[config.mk]
export PLATFORM = sky130hd
export DESIGN_NAME = pwr_toggle_accum
export DESIGN_NICKNAME = d
export VERILOG_FILES = /design/src/rtl/pwr_pkg.sv /design/src/rtl/pwr_class_popcnt.sv /design/src/rtl/pwr_toggle_accum.sv
export SDC_FILE = /design/constraint.sdc
export NUM_CORES = 1
export LEC_CHECK = 0
export ABC_AREA = 1
export CORE_MARGIN = 1
export CORE_UTILIZATION = 25
export CTS_BUF_LIST = sky130_fd_sc_hd__clkbuf_4 sky130_fd_sc_hd__clkbuf_8
export DETAILED_ROUTE_END_ITERATION = 6
export SLEW_MARGIN = 5
export SYNTH_ARGS = -nofsm -noshare
export SYNTH_HDL_FRONTEND = slang
export SYNTH_SLANG_ARGS = --single-unit
[constraint.sdc]
create_clock -name C -period 16.22 [get_ports C]
set_clock_uncertainty 0.15 [all_clocks]
set_input_delay 4.055 -clock C [delete_from_list [all_inputs] [get_ports C]]
set_output_delay 4.055 -clock C [all_outputs]
set_load 0.01 [all_outputs]
[src/rtl/pwr_pkg.sv]
// pwr_pkg: shared definitions for the toggle-activity power accumulator.
//   - cls_e    : 2-bit cell class carried per monitored net (BUF/NOT/NAND/NOR)
//   - state_e  : snapshot handshake FSM states
//   - N_CLS    : number of cell classes (one live counter each)
//   - PC_W     : width of a per-class popcount (up to 32 nets -> 6 bits)
//   - W_*      : relative switching-energy weight of one toggle per class
//   - cls_weight() : maps a class code to its energy weight
package pwr_pkg;

   typedef enum logic [1:0] {
      CLS_BUF  = 2'd0,
      CLS_NOT  = 2'd1,
      CLS_NAND = 2'd2,
      CLS_NOR  = 2'd3
   } cls_e;

   typedef enum logic [1:0] {
      ST_IDLE = 2'd0,
      ST_SNAP = 2'd1,
      ST_HOLD = 2'd2
   } state_e;

   localparam int N_CLS = 4;
   localparam int PC_W  = 6;

   localparam int W_BUF  = 1;
   localparam int W_NOT  = 2;
   localparam int W_NAND = 4;
   localparam int W_NOR  = 4;

   // Energy weight of a single toggle on a net of the given class.
   function automatic int cls_weight(input logic [1:0] c);
      int w;
      case (c)
         CLS_BUF:  w = W_BUF;
         CLS_NOT:  w = W_NOT;
         CLS_NAND: w = W_NAND;
         default:  w = W_NOR;
      endcase
      return w;
   endfunction

endpackage

[src/rtl/pwr_class_popcnt.sv]
// pwr_class_popcnt: counts how many toggled nets fall into each cell class.
// Parameters:
//   N_SIG : number of monitored nets (1..32)
// Ports:
//   tog [N_SIG]      : toggle vector, one bit per net
//   cls [2*N_SIG]    : static 2-bit class per net (net i at [2*i +: 2])
//   pop [N_CLS*PC_W] : per-class toggle count, class k at [k*PC_W +: PC_W]
module pwr_class_popcnt
   import pwr_pkg::*;
#(
   parameter int N_SIG = 8
) (
   input  logic [N_SIG-1:0]      tog,
   input  logic [2*N_SIG-1:0]    cls,
   output logic [N_CLS*PC_W-1:0] pop
);

   // Each net contributes one to the bucket of its own class when it toggled.
   always_comb begin
      pop = '0;
      for (int k = 0; k < N_CLS; k++) begin
         for (int i = 0; i < N_SIG; i++) begin
            if (tog[i] && (cls[2*i +: 2] == 2'(k))) begin
               pop[k*PC_W +: PC_W] = pop[k*PC_W +: PC_W] + PC_W'(1);
            end
         end
      end
   end

endmodule

[src/rtl/pwr_toggle_accum.sv]
// pwr_toggle_accum: per-class toggle counters for cell-output nets with a
// snapshot/acknowledge read port.
// Optional feature macro: PWR_WEIGHT_EN (weighted energy accumulator; when
// undefined, energy_out is tied to zero).
// Parameters:
//   N_SIG : number of monitored nets (1..32)
//   CNT_W : width of each per-class counter
// Ports:
//   C          : clock, all state changes on its rising edge
//   R          : asynchronous active-high reset
//   en         : sample sig this cycle
//   sig        : monitored net values
//   cls        : static 2-bit class per net
//   rd_req     : snapshot request (honoured only in IDLE)
//   rd_ack     : consumer has taken the snapshot (honoured only in HOLD)
//   rd_valid   : snapshot outputs valid and stable
//   cnt_out    : snapshot counters, class k at [k*CNT_W +: CNT_W]
//   ovf_out    : per-class saturation flags of the snapshot epoch
//   energy_out : weighted energy snapshot
module pwr_toggle_accum
   import pwr_pkg::*;
#(
   parameter int N_SIG = 8,
   parameter int CNT_W = 16
) (
   input  logic                   C,
   input  logic                   R,
   input  logic                   en,
   input  logic [N_SIG-1:0]       sig,
   input  logic [2*N_SIG-1:0]     cls,
   input  logic                   rd_req,
   input  logic                   rd_ack,
   output logic                   rd_valid,
   output logic [N_CLS*CNT_W-1:0] cnt_out,
   output logic [N_CLS-1:0]       ovf_out,
   output logic [CNT_W+3:0]       energy_out
);

   localparam int SUM_W = CNT_W + PC_W;
   localparam logic [CNT_W-1:0] CNT_MAX = '1;

   logic [N_SIG-1:0]       prev_q, prev_d;
   logic                   primed_q, primed_d;
   logic [N_SIG-1:0]       tog;
   logic [N_CLS*PC_W-1:0]  pop;
   logic [CNT_W-1:0]       cnt_q [N_CLS];
   logic [CNT_W-1:0]       cnt_d [N_CLS];
   logic [CNT_W-1:0]       base  [N_CLS];
   logic [SUM_W-1:0]       sum   [N_CLS];
   logic [N_CLS-1:0]       ovf_q, ovf_d;
   state_e                 state_q, state_d;
   logic                   rd_valid_q, rd_valid_d;
   logic [N_CLS*CNT_W-1:0] cnt_out_q, cnt_out_d;
   logic [N_CLS-1:0]       ovf_out_q, ovf_out_d;
   logic                   snap;

   assign snap = (state_q == ST_SNAP);

   // The first enabled sample only primes prev; toggles are counted from the
   // second enabled sample onward so a power-up value is never a "toggle".
   always_comb begin
      tog      = (en && primed_q) ? (sig ^ prev_q) : '0;
      prev_d   = en ? sig : prev_q;
      primed_d = primed_q | en;
   end

   pwr_class_popcnt #(
      .N_SIG (N_SIG)
   ) u_popcnt (
      .tog (tog),
      .cls (cls),
      .pop (pop)
   );

   // Saturating live counters. During SNAP the old value is handed to the
   // output registers, so the new epoch starts from this cycle's increment
   // alone and every toggle lands in exactly one snapshot.
   always_comb begin
      ovf_d = '0;
      for (int k = 0; k < N_CLS; k++) begin
         base[k] = snap ? '0 : cnt_q[k];
         sum[k]  = SUM_W'(base[k]) + SUM_W'(pop[k*PC_W +: PC_W]);
         if (sum[k] > SUM_W'(CNT_MAX)) begin
            cnt_d[k] = CNT_MAX;
            ovf_d[k] = 1'b1;
         end else begin
            cnt_d[k] = sum[k][CNT_W-1:0];
            ovf_d[k] = snap ? 1'b0 : ovf_q[k];
         end
      end
   end

   // Snapshot handshake: IDLE waits for a request, SNAP captures for one
   // cycle, HOLD keeps outputs frozen until the consumer acknowledges.
   always_comb begin
      state_d    = state_q;
      rd_valid_d = rd_valid_q;
      cnt_out_d  = cnt_out_q;
      ovf_out_d  = ovf_out_q;
      case (state_q)
         ST_IDLE: begin
            if (rd_req) begin
               state_d = ST_SNAP;
            end
         end
         ST_SNAP: begin
            state_d    = ST_HOLD;
            rd_valid_d = 1'b1;
            ovf_out_d  = ovf_q;
            for (int k = 0; k < N_CLS; k++) begin
               cnt_out_d[k*CNT_W +: CNT_W] = cnt_q[k];
            end
         end
         ST_HOLD: begin
            if (rd_ack) begin
               state_d    = ST_IDLE;
               rd_valid_d = 1'b0;
            end
         end
         default: begin
            state_d    = ST_IDLE;
            rd_valid_d = 1'b0;
         end
      endcase
   end

   // All counting and handshake state; reset discards any pending snapshot.
   always_ff @(posedge C or posedge R) begin
      if (R) begin
         prev_q     <= '0;
         primed_q   <= 1'b0;
         ovf_q      <= '0;
         state_q    <= ST_IDLE;
         rd_valid_q <= 1'b0;
         cnt_out_q  <= '0;
         ovf_out_q  <= '0;
         for (int k = 0; k < N_CLS; k++) begin
            cnt_q[k] <= '0;
         end
      end else begin
         prev_q     <= prev_d;
         primed_q   <= primed_d;
         ovf_q      <= ovf_d;
         state_q    <= state_d;
         rd_valid_q <= rd_valid_d;
         cnt_out_q  <= cnt_out_d;
         ovf_out_q  <= ovf_out_d;
         for (int k = 0; k < N_CLS; k++) begin
            cnt_q[k] <= cnt_d[k];
         end
      end
   end

   assign rd_valid = rd_valid_q;
   assign cnt_out  = cnt_out_q;
   assign ovf_out  = ovf_out_q;

`ifdef PWR_WEIGHT_EN
   localparam int EN_W    = CNT_W + 4;
   localparam int E_INC_W = PC_W + 3;
   localparam int E_SUM_W = EN_W + E_INC_W;
   localparam logic [EN_W-1:0] EN_MAX = '1;

   logic [EN_W-1:0]    energy_q, energy_d;
   logic [EN_W-1:0]    energy_out_q, energy_out_d;
   logic [EN_W-1:0]    e_base;
   logic [E_INC_W-1:0] e_inc;
   logic [E_SUM_W-1:0] e_sum;

   // Weighted energy follows the same saturate/snapshot/restart rules as the
   // per-class counters.
   always_comb begin
      e_inc = '0;
      for (int k = 0; k < N_CLS; k++) begin
         e_inc = e_inc + E_INC_W'(cls_weight(2'(k))) * E_INC_W'(pop[k*PC_W +: PC_W]);
      end
      e_base       = snap ? '0 : energy_q;
      e_sum        = E_SUM_W'(e_base) + E_SUM_W'(e_inc);
      energy_d     = (e_sum > E_SUM_W'(EN_MAX)) ? EN_MAX : e_sum[EN_W-1:0];
      energy_out_d = snap ? energy_q : energy_out_q;
   end

   // Energy accumulator and its snapshot register.
   always_ff @(posedge C or posedge R) begin
      if (R) begin
         energy_q     <= '0;
         energy_out_q <= '0;
      end else begin
         energy_q     <= energy_d;
         energy_out_q <= energy_out_d;
      end
   end

   assign energy_out = energy_out_q;
`else
   assign energy_out = '0;
`endif

endmodule

# Yosys cells after proc, flatten, opt, wreduce, memory -nomap -nowiden
# Index checks and enable logic that the tools add are counted.
word_totals:
  ff_bits: 148
  elab_cells: 180
classes:
  magnitude_cmp: 4
  bitwise_logic: 3
  n_eq_ne: 28
  add_sub_neg: 32
  muxes: 51
  n_reduce_logical: 48
op_table:
  columns: ["op", "n"]
  rows:
  - ["two-way mux 6 bit", 28]
  - ["adder 6 x 1 -> 6 bit (second input constant)", 24]
  - ["two-way mux 16 bit", 8]
  - ["adder 16 x 6 -> 17 bit", 4]
  - ["greater-than comparator 17 x 16 -> 1 bit (second input constant)", 4]
  - ["== test 2 bit (second input constant)", 17]
  - ["logical AND 1 bit", 33]
  - ["== test 2 x 1 -> 1 bit (second input constant)", 9]
  - ["logical NOT 2 bit", 9]
  - ["two-way mux 1 bit", 10]
  - ["adder 1 x 1 -> 2 bit (second input constant)", 4]
  - ["two-way mux 8 bit", 1]
  - ["nonzero test 2 bit", 4]
  - ["XOR 8 bit", 1]
  - ["one-hot mux 2 bit (3 select lines)", 1]
  - ["two-way mux 2 bit", 2]
  - ["inequality test 2 bit (second input constant)", 2]
  - ["AND reduction 2 bit", 2]
  - ["one-hot mux 1 bit (3 select lines)", 1]
  - ["NOT 1 bit", 1]
  - ["bitwise OR 1 bit", 1]

# Logic depth before layout (Yosys ltp)
# Gate-level depths: netlist of run 1.
depth:
  word_depth: 21
  depth_mapped: 42
  ltp_nobuf: 41

# Hierarchy
# A second synthesis of run 1 with hierarchy kept.
unflattened:
  hier_cells: 1556
  area_unflattened_um2: 10557.6
by_module_without_submodules:
  columns: ["module", "seq_area_each_um2", "instances", "area_per_inst_um2", "cells_per_inst"]
  rows:
  - ["pwr_toggle_accum", 3703.6, 1, 7972.6, 1019]
  - ["pwr_class_popcnt", 0.0, 1, 2585.0, 537]

# Worst setup path before layout of run 1
# Ideal clock, no wire load.
synth_timing:
  path_type: "input to register"
  startpoint: "in en"
  endpoint: "reg cnt_q[1] (netlist bit)"
  setup_slack_ns: 6.425
  arrival_time_ns: 9.579
  path_stages: 37
  path_cell_list: "buf_4 > nand2_4 > inv_6 > nand3_2 > nor2_1 > ha_1 > inv_1 > nand2_2 > nand2_1 > inv_1 > a21oi_1 > o21ai_0 > o21a_1 > ha_1 > or2_1 > and2_4 > ha_1 > nand2_1 > nand2_1 > ha_1 > or2_2 > nand2_1 > inv_1 > ha_1 > o21ai_0 > fa_1 > o21ai_1 > a21oi_1 > o21ai_1 > nand2_1 > nor2_1 > nand2_1 > nor3_1 > and2_1 > nand2_2 > buf_2 > nand2_1"
synth_lines:
  columns: ["item", "line", "text"]
  rows:
  - ["start, declared", "pwr_toggle_accum.sv:28", "input logic en,"]
  - ["end signal, assigned by index", "pwr_toggle_accum.sv:149", "cnt_q[k] <= cnt_d[k];"]
  - ["end, declared", "pwr_toggle_accum.sv:46", "logic [CNT_W-1:0] cnt_q [N_CLS];"]

# Final worst setup path of run 1
layout_timing:
  startpoint: "in en"
  endpoint: "reg ovf_q[0]"
layout_via:
  elab_chain_len: 21
  word_cells_on_any_way: 29
layout_rtl:
  columns: ["item", "line", "text"]
  rows:
  - ["logical AND 1 bit (*)", "pwr_toggle_accum.sv:62", "tog = (en && primed_q) ? (sig ^ prev_q) : '0;"]
  - ["two-way mux 8 bit (*)", "pwr_toggle_accum.sv:62", null]
  - ["logical AND 1 bit", "pwr_class_popcnt.sv:23", "if (tog[i] && (cls[2*i +: 2] == 2'(k))) begin"]
  - ["two-way mux 1 bit", "pwr_class_popcnt.sv:23", null]
  - ["adder 1 x 1 -> 2 bit", "pwr_class_popcnt.sv:24", "pop[k*PC_W +: PC_W] = pop[k*PC_W +: PC_W] + PC_W'(1);"]
  - ["two-way mux 6 bit", "pwr_class_popcnt.sv:23", null]
  - ["adder 6 x 1 -> 6 bit", "pwr_class_popcnt.sv:24", null]
  - ["two-way mux 6 bit", "pwr_class_popcnt.sv:23", null]
  - ["[... 5 more ...]", null, null]
  - ["two-way mux 6 bit", "pwr_class_popcnt.sv:23", null]
  - ["adder 6 x 1 -> 6 bit", "pwr_class_popcnt.sv:24", null]
  - ["two-way mux 6 bit", "pwr_class_popcnt.sv:23", null]
  - ["adder 6 x 1 -> 6 bit", "pwr_class_popcnt.sv:24", null]
  - ["two-way mux 6 bit (*)", "pwr_class_popcnt.sv:23", null]
  - ["adder 16 x 6 -> 17 bit (*)", "pwr_toggle_accum.sv:82", "sum[k] = SUM_W'(base[k]) + SUM_W'(pop[k*PC_W +: PC_W]);"]
  - ["greater-than comparator 17 x 16 -> 1 bit (*)", "pwr_toggle_accum.sv:83", "if (sum[k] > SUM_W'(CNT_MAX)) begin"]
  - ["two-way mux 1 bit / nonzero test 2 bit (equally long branches)", null, null]
  - ["end signal, assigned", "pwr_toggle_accum.sv:143", "ovf_q <= ovf_d;"]
  - ["end, declared", "pwr_toggle_accum.sv:50", "logic [N_CLS-1:0] ovf_q, ovf_d;"]
# Every way passes the cells marked *; elsewhere a longest branch is shown, timed or not.
# A chain may end at the register's enable or synchronous reset.

==> results of run 1 <==
## cell usage after synthesis, types with 11 or more instances
master	n
nand3_1	70
xor2_1	37
dfrtp_1	148
ha_1	52
nand3_2	18
nand2_2	16
nor2_1	146
o21ai_0	92
nand4_1	11
clkbuf_1	20
nand2_1	371
buf_4	22
inv_1	244
a21oi_1	23
nor3_1	17
## metrics by stage
step | worst slack (ns) | instances | utilization, % | hold slack (ns) | instance area, um2
3_3_place_gp | 4.91 | 2003 | 29.1 | 0.312 | 11600
5_1_grt | 4.47 | 2035 | 30.1 | 0.357 | 12000
2_1_floorplan | 6.43 | 1428 | - | 0.280 | 10200
4_1_cts | 5.18 | 2035 | 30.1 | 0.334 | 12000
3_5_place_dp | 4.73 | 2003 | 29.1 | 0.312 | 11600
6_report | 5.16 | 2035 | 30.1 | 0.331 | 12000
## worst register-to-register path: cells and delay by family, from the launching register on
| kind | cells | cell delay [ns] |
|---|---|---|
| buffers and inverters | 4 | 0.41 |
| DFF | 1 | 0.40 |
| AOI/OAI and AO/OA | 6 | 1.19 |
| and+or+nand+nor | 17 | 2.74 |
| adders and majority gates | 6 | 1.93 |
## layout make-up
cell class,count,area [um2]
inverters,251,955
fillers,4276,27900
clock inverters,10,91.3
repair buffers,100,993
multi-input cells,979,5280
well taps,525,657
clock buffers,22,290
flip-flops and latches,148,3700
## report_power, final
group          switching [mW]  internal [mW]  total, mW
clock network           0.154          0.126      0.281
logic                   0.283          0.191      0.475
registers              0.0382          0.455      0.493
## registers in the layout, indices dropped and copies added, names as in the netlist
name / cells
ovf_q: 4
rd_valid: 1
cnt_out: 64
ovf_out: 4
state_q: 2
cnt_q: 64
primed_q: 1
prev_q: 8
## kinds of logic after synthesis
family                     share of synthesized area [%]
DFF                                                 36.6
xor gates and xnor gates                            4.06
and+or+nand+nor                                     32.2
other                                             0.0370
AOI/OAI and AO/OA                                   7.68
buffers and inverters                               12.2
adders and majority gates                           7.21
## worst paths after layout
check                               to  cells after the start
max                           ovf_q[0]                     34
min                        cnt_out[24]                      2
max reg2reg                   ovf_q[0]                     33
min reg2reg                cnt_out[24]                      2
max in group asynchronous   cnt_out[0]                      3
min in group asynchronous    prev_q[7]                      2
## metal layers
metal  routed length, um  GRT usage (%)
met2               10400           19.3
met5                   0              0
met4                 526           4.00
met1               10600           14.5
met3                1150           3.12
==> results.cfg, run 1 <==
[min_path]
hold_path.class = register to register
hold_start = cnt_out[24]

[drt]
avgRoutedWirePerCell_um = 11.1
ant_nets = 0
drtIter0Drc = 364
drcViolationCount = 0
totalWireLength_um = 22600
avgViaCountPerCell = 4.15
vias = 8455
drtPass1Iterations = 4

[logic_synthesis]
synth.largest_area_cell = dfrtp_1
synth.distinct_cells = 51
synth_top_area_share_pct = 36.6
ys.flop_type = dfrtp_1
ys_warn_count = 0
synth-seq-area-share_pct = 36.6
avgSynthCellArea_um2 = 7.21
async_reset_ff_share_pct = 100
syn_area_um2 = 10100
ys_top_cells_by_area = dfrtp_1, nand2_1, inv_1, ha_1, nor2_1
ys_ff_latch = 148
synthCells = 1405
synth_edf_count = 0

[global_route]
overflow = 0
antenna_found_initial = 1
grt_pass1_vias = 8387
grt_pass1_wl_um = 39400
grt_util_all_layers_pct = 11.7
grt_max_degree = 92

[cts]
root_buffer = clkbuf_8
clockBufferDepth = 2
cts_tree = done
cts_setup_buffers = 0
postCtsHoldBufs = 0
cts.sinks = 148
cts_buffers = 17
cts.clk_slew.worst_paths_ns = 0.08
htree_num_levels = 4
clk_latency_ns = 0.46
cts.repair.resized = 0

[worst_setup_path]
cp-start-kind = input pin
critPathMaxFanout = 18
rrSetupSlack_ns = 9.30
crit_buf_inv = 5
setup.worst_path.start = en
slowest_delay_ns = 0.84
critPathMostFrequentCell = ha_1
path_class = input pin to register
cp_data_arrival_time_ns = 11.27
required_ns = 16.43
crit_path_end_kind = register
crit_family = simple AND/OR/NAND/NOR gates
r2r_start = primed_q
crit_slowest_cell = clkdlybuf4s50_1

[sta]
drv_slew = 0
setup_viol = 0
layout_min_cycle_time_ns = 11.06
fin_crit_sh_pct = 68.2
fmax_ghz = 0.0904
setup_tns_ns = 0
slew_headroom_pct = 44.6
hold_viol = 0
rsz0062_at_grt = no
worstMarginPinSlew_ns = 0.831

[floorplan]
die_height_um = 203
ios = 118
die_x_um = 203
rows = 73
dieArea_um2 = 41300
start_util_pct = 25.4
coreArea_um2 = 39800

[pwr]
p_per_area_nw_per_um2 = 104
p_total_mw = 1.25
irDropWorstVdd_uv = 49.6
p_leak_nw = 6.12

[final_layout]
final_nets = 1582
diodes = 0
drive_gt1_share_pct = 7.88
area_growth_syn_to_layout_pct = 18.2
mostFrequentLayoutCell = nand2_1
mostFrequentLayoutCells = nand2_1, inv_1, dfrtp_1, nor2_1, clkdlybuf4s50_1

[flow_run]
cap_violations = 0

[placed_design]
dp_hpwl_um = 17700
gp_congestion = 0.816
numPortBuffers = 97

[run_status]
status = finished, final reports clean
No activity file was read; power rests on OpenSTA's default activity.
==> run 2: changes to the inputs <==
==> constraint.sdc (replaced) <==
create_clock -name C -period 9.3 [get_ports C]
set_clock_uncertainty 0.15 [all_clocks]
set_input_delay 2.325 -clock C [delete_from_list [all_inputs] [get_ports C]]
set_output_delay 2.325 -clock C [all_outputs]
set_load 0.01 [all_outputs]
==> results.cfg, run 2 (synthesis results as in run 1) <==
[drt]
avgViaCountPerCell = 4.19
avgRoutedWirePerCell_um = 11.3
drcViolationCount = 0
drtPass1Iterations = 4
ant_nets = 0
drtIter0Drc = 364
vias = 8549
totalWireLength_um = 23000

[cts]
clockBufferDepth = 2
htree_num_levels = 4
cts.clk_slew.worst_paths_ns = 0.08
cts.repair.resized = 0
cts_setup_buffers = 0
cts.sinks = 148
root_buffer = clkbuf_8
cts_tree = done
cts_buffers = 17
postCtsHoldBufs = 0
clk_latency_ns = 0.47

[run_status]
status = finished, final reports clean

[worst_setup_path]
r2r_start = primed_q
crit_family = simple AND/OR/NAND/NOR gates
crit_path_end_kind = register
setup.worst_path.start = en
slowest_delay_ns = 0.54
path_class = input pin to register
crit_buf_inv = 5
crit_slowest_cell = clkdlybuf4s50_1
critPathMostFrequentCell = nand2_1
required_ns = 9.52
cp_data_arrival_time_ns = 8.95
critPathMaxFanout = 17
cp-start-kind = input pin

[pwr]
p_per_area_nw_per_um2 = 180
irDropWorstVdd_uv = 93.2
p_leak_nw = 6.12

[final_layout]
finalInstanceArea_um2 = 12000
mostFrequentLayoutCells = nand2_1, inv_1, dfrtp_1, nor2_1, clkdlybuf4s50_1
drive_gt1_share_pct = 8.18
mostFrequentLayoutCell = nand2_1
diodes = 0
area_growth_syn_to_layout_pct = 18.3
final_nets = 1587
stdcell_count = 2040

[floorplan]
die_x_um = 203
ios = 118
die_height_um = 203
start_util_pct = 25.4
coreArea_um2 = 39800
rows = 73
dieArea_um2 = 41300

[global_route]
antenna_found_initial = 0
grt_util_all_layers_pct = 11.7
overflow = 0
grt_pass1_wl_um = 39300
grt_max_degree = 92
grt_pass1_vias = 8203

[sta]
drv_slew = 0
hold_viol = 0
fin_crit_sh_pct = 93.9
worstMarginPinSlew_ns = 0.944
fmax_ghz = 0.115
slew_headroom_pct = 37.1
rsz0062_at_grt = no
setup_viol = 0
layout_min_cycle_time_ns = 8.73
setup_tns_ns = 0

[min_path]
hold_start = cnt_out[24]
hold_path.class = register to register

[placed_design]
gp_congestion = 0.849
dpl-instance-area_um2 = 11600
dp_hpwl_um = 18000
numPortBuffers = 97
place_inst = 2008

[flow_run]
cap_violations = 0
## run 2: routing by layer
metal | routed length (um) | global-route usage (%) | share of wire (%)
met1 | 10800 | 14.7 | 47
met2 | 11000 | 20.0 | 48
met4 | 330 | 3.38 | 1.4
met5 | 0 | 0 | 0
met3 | 872 | 2.56 | 3.8
## run 2: layout make-up
class | count | area [um2]
Clock inverter | 14 | 118
Fill cell | 4272 | 27800
Tap cell | 525 | 657
Sequential cell | 148 | 3700
Inverter | 251 | 955
Timing Repair Buffer | 105 | 1030
Multi-Input combinational cell | 979 | 5280
Clock buffer | 18 | 241
## run 2: worst min-delay path, stage by stage, from the launching register on
cell and delay, ns:
dfrtp_1 0.36, nand2_1 0.06, nand2_1 0.05
## run 2: through the flow
stage	power (mW)	util (%)	setup WS (ns)	hold WS (ns)
finish	2.16	30.1	0.570	0.334
global route	2.36	30.1	0.0706	0.367
CTS	2.21	30.1	0.563	0.335
detailed placement	1.72	29.2	0.0815	0.314
global placement	1.70	29.2	0.303	0.308
floorplan	1.42	-	1.24	0.280
## run 2: where the power goes
group / switching, mW / internal (mW) / total [mW]
logic: 0.495 / 0.336 / 0.831
clock network: 0.276 / 0.194 / 0.470
registers: 0.0685 / 0.793 / 0.862
total: 0.839 / 1.32 / 2.16
## run 2: path summary, 6_finish.rpt
check                      slack (ns)          end  cells past startpoint
max                              0.57     cnt_q[9]                     36
min                              0.33  cnt_out[24]                      2
max reg2reg                      2.58     cnt_q[9]                     35
min reg2reg                      0.33  cnt_out[24]                      2
max in group asynchronous        5.36  cnt_out[24]                      3
min in group asynchronous        2.19   state_q[0]                      2
==> run 3: changes to the inputs <==
--- a/config.mk
+++ b/config.mk
@@ -7,9 +7,11 @@
 export LEC_CHECK = 0
 export ABC_AREA = 1
 export CORE_MARGIN = 1
-export CORE_UTILIZATION = 25
+export CORE_UTILIZATION = 53
 export CTS_BUF_LIST = sky130_fd_sc_hd__clkbuf_4 sky130_fd_sc_hd__clkbuf_8
 export DETAILED_ROUTE_END_ITERATION = 6
+export PLACE_DENSITY = 0.79
+export SKIP_LAST_GASP = 1
 export SLEW_MARGIN = 5
 export SYNTH_ARGS = -nofsm -noshare
 export SYNTH_HDL_FRONTEND = slang
==> results.cfg, run 3 (synthesis results as in run 1) <==
[drt]
drtIter0Drc = 430
totalWireLength_um = 21100
drcViolationCount = 0
avgViaCountPerCell = 4.95
ant_nets = 0
avgRoutedWirePerCell_um = 12.1
drtPass1Iterations = 7
vias = 8646

[worst_setup_path]
crit_slowest_cell = clkdlybuf4s50_1
cp-start-kind = input pin
critPathMaxFanout = 6
cp_data_arrival_time_ns = 8.87
crit_path_end_kind = register
path_class = input pin to register
slowest_delay_ns = 0.52
critPathMostFrequentCell = nand2_1
required_ns = 9.49

[global_route]
grt_pass1_wl_um = 36800
grt_pass1_vias = 8258
grt_util_all_layers_pct = 22.9
antenna_found_initial = 0
overflow = 0
grt_max_degree = 91

[cts]
cts.sinks = 148
cts.repair.resized = 0
postCtsHoldBufs = 0
root_buffer = clkbuf_8
clockBufferDepth = 2
cts.clk_slew.worst_paths_ns = 0.09
clk_latency_ns = 0.46
cts_tree = done
htree_num_levels = 4
cts_setup_buffers = 0
cts_buffers = 17

[sta]
fmax_ghz = 0.115
setup_tns_ns = 0
slew_headroom_pct = 31.8
rsz0062_at_grt = no
setup_viol = 0
drv_slew = 0
worstMarginPinSlew_ns = 1.02
fin_crit_sh_pct = 93.3
hold_viol = 0
layout_min_cycle_time_ns = 8.68

[final_layout]
mostFrequentLayoutCells = nand2_1, inv_1, dfrtp_1, nor2_1, clkdlybuf4s50_1
area_growth_syn_to_layout_pct = 14.8
mostFrequentLayoutCell = nand2_1
drive_gt1_share_pct = 8.06
final_nets = 1585
fillers = 1668
diodes = 0

[min_path]
hold_path.class = register to register

[placed_design]
dp_hpwl_um = 16000
numPortBuffers = 97
gp_congestion = 0.875

[floorplan]
ios = 118
dieArea_um2 = 19700
die_height_um = 140
coreArea_um2 = 18700
rows = 50
start_util_pct = 54.2
die_x_um = 140

[pwr]
p_leak_nw = 6.13
p_per_area_nw_per_um2 = 187
p_total_mw = 2.17
irDropWorstVdd_uv = 104

[flow_run]
cap_violations = 0

[run_status]
status = finished, final reports clean
-- run 3: worst max-delay path: cells and delay by family --
family | cells | cell delay [ns]
compound gates | 5 | 0.90
xor+xnor | 1 | 0.14
fa+ha+maj | 6 | 1.74
simple gates | 20 | 2.89
buf+inv | 5 | 0.87
-- run 3: path summary, 6_finish.rpt --
kind / from / to / slack, ns / depth (start not counted)
worst max-delay path: en / cnt_q[63] / 0.62 / 37
worst min-delay path: cnt_out[27] / cnt_out[27] / 0.34 / 2
worst max register to register: primed_q / cnt_q[63] / 2.62 / 36
worst min register to register: cnt_out[27] / cnt_out[27] / 0.34 / 2
max in group asynchronous: R / prev_q[7] / 5.40 / 3
min in group asynchronous: R / state_q[0] / 2.15 / 2
-- run 3: layout make-up --
type | count | area [um2] | area share (%)
Inverter | 251 | 955 | 8.21
Tap cell | 234 | 293 | 2.52
Clock buffer | 21 | 283 | 2.43
Sequential cell | 148 | 3700 | 31.9
Clock inverter | 11 | 95.1 | 0.818
Multi-Input combinational cell | 979 | 5280 | 45.4
Timing Repair Buffer | 103 | 1020 | 8.74
-- run 3: report_power, final --
group          internal, mW  switching (mW)  total, mW
Combinational         0.334           0.499      0.833
Clock                 0.215           0.266      0.481
Sequential            0.793          0.0678      0.861
-- run 3: routing by layer --
layer | up-vias | GRT usage [%] | share of wire [%] | wire length (um)
met4 | 0 | 6.19 | 1.2 | 261
met1 | 3979 | 28.8 | 47 | 9820
met5 | - | 0 | 0 | 0
met2 | 149 | 40.8 | 49 | 10300
li1 | 4494 | - | - | -
met3 | 24 | 3.66 | 3.2 | 665
-- run 3: per-stage QoR --
stage                     std cells  setup WS, ns  hold WS, ns  instance area (um2)  utilization, %
after global placement         1715         0.493        0.314                11200            60.1
final                          1747         0.621        0.337                11600            62.2
after CTS                      1747         0.643        0.343                11600            62.2
after detailed placement       1715         0.243        0.321                11200            60.1
after floorplan                1428          1.24        0.280                10200               -
after global routing           1747        0.0816        0.359                11600            62.2
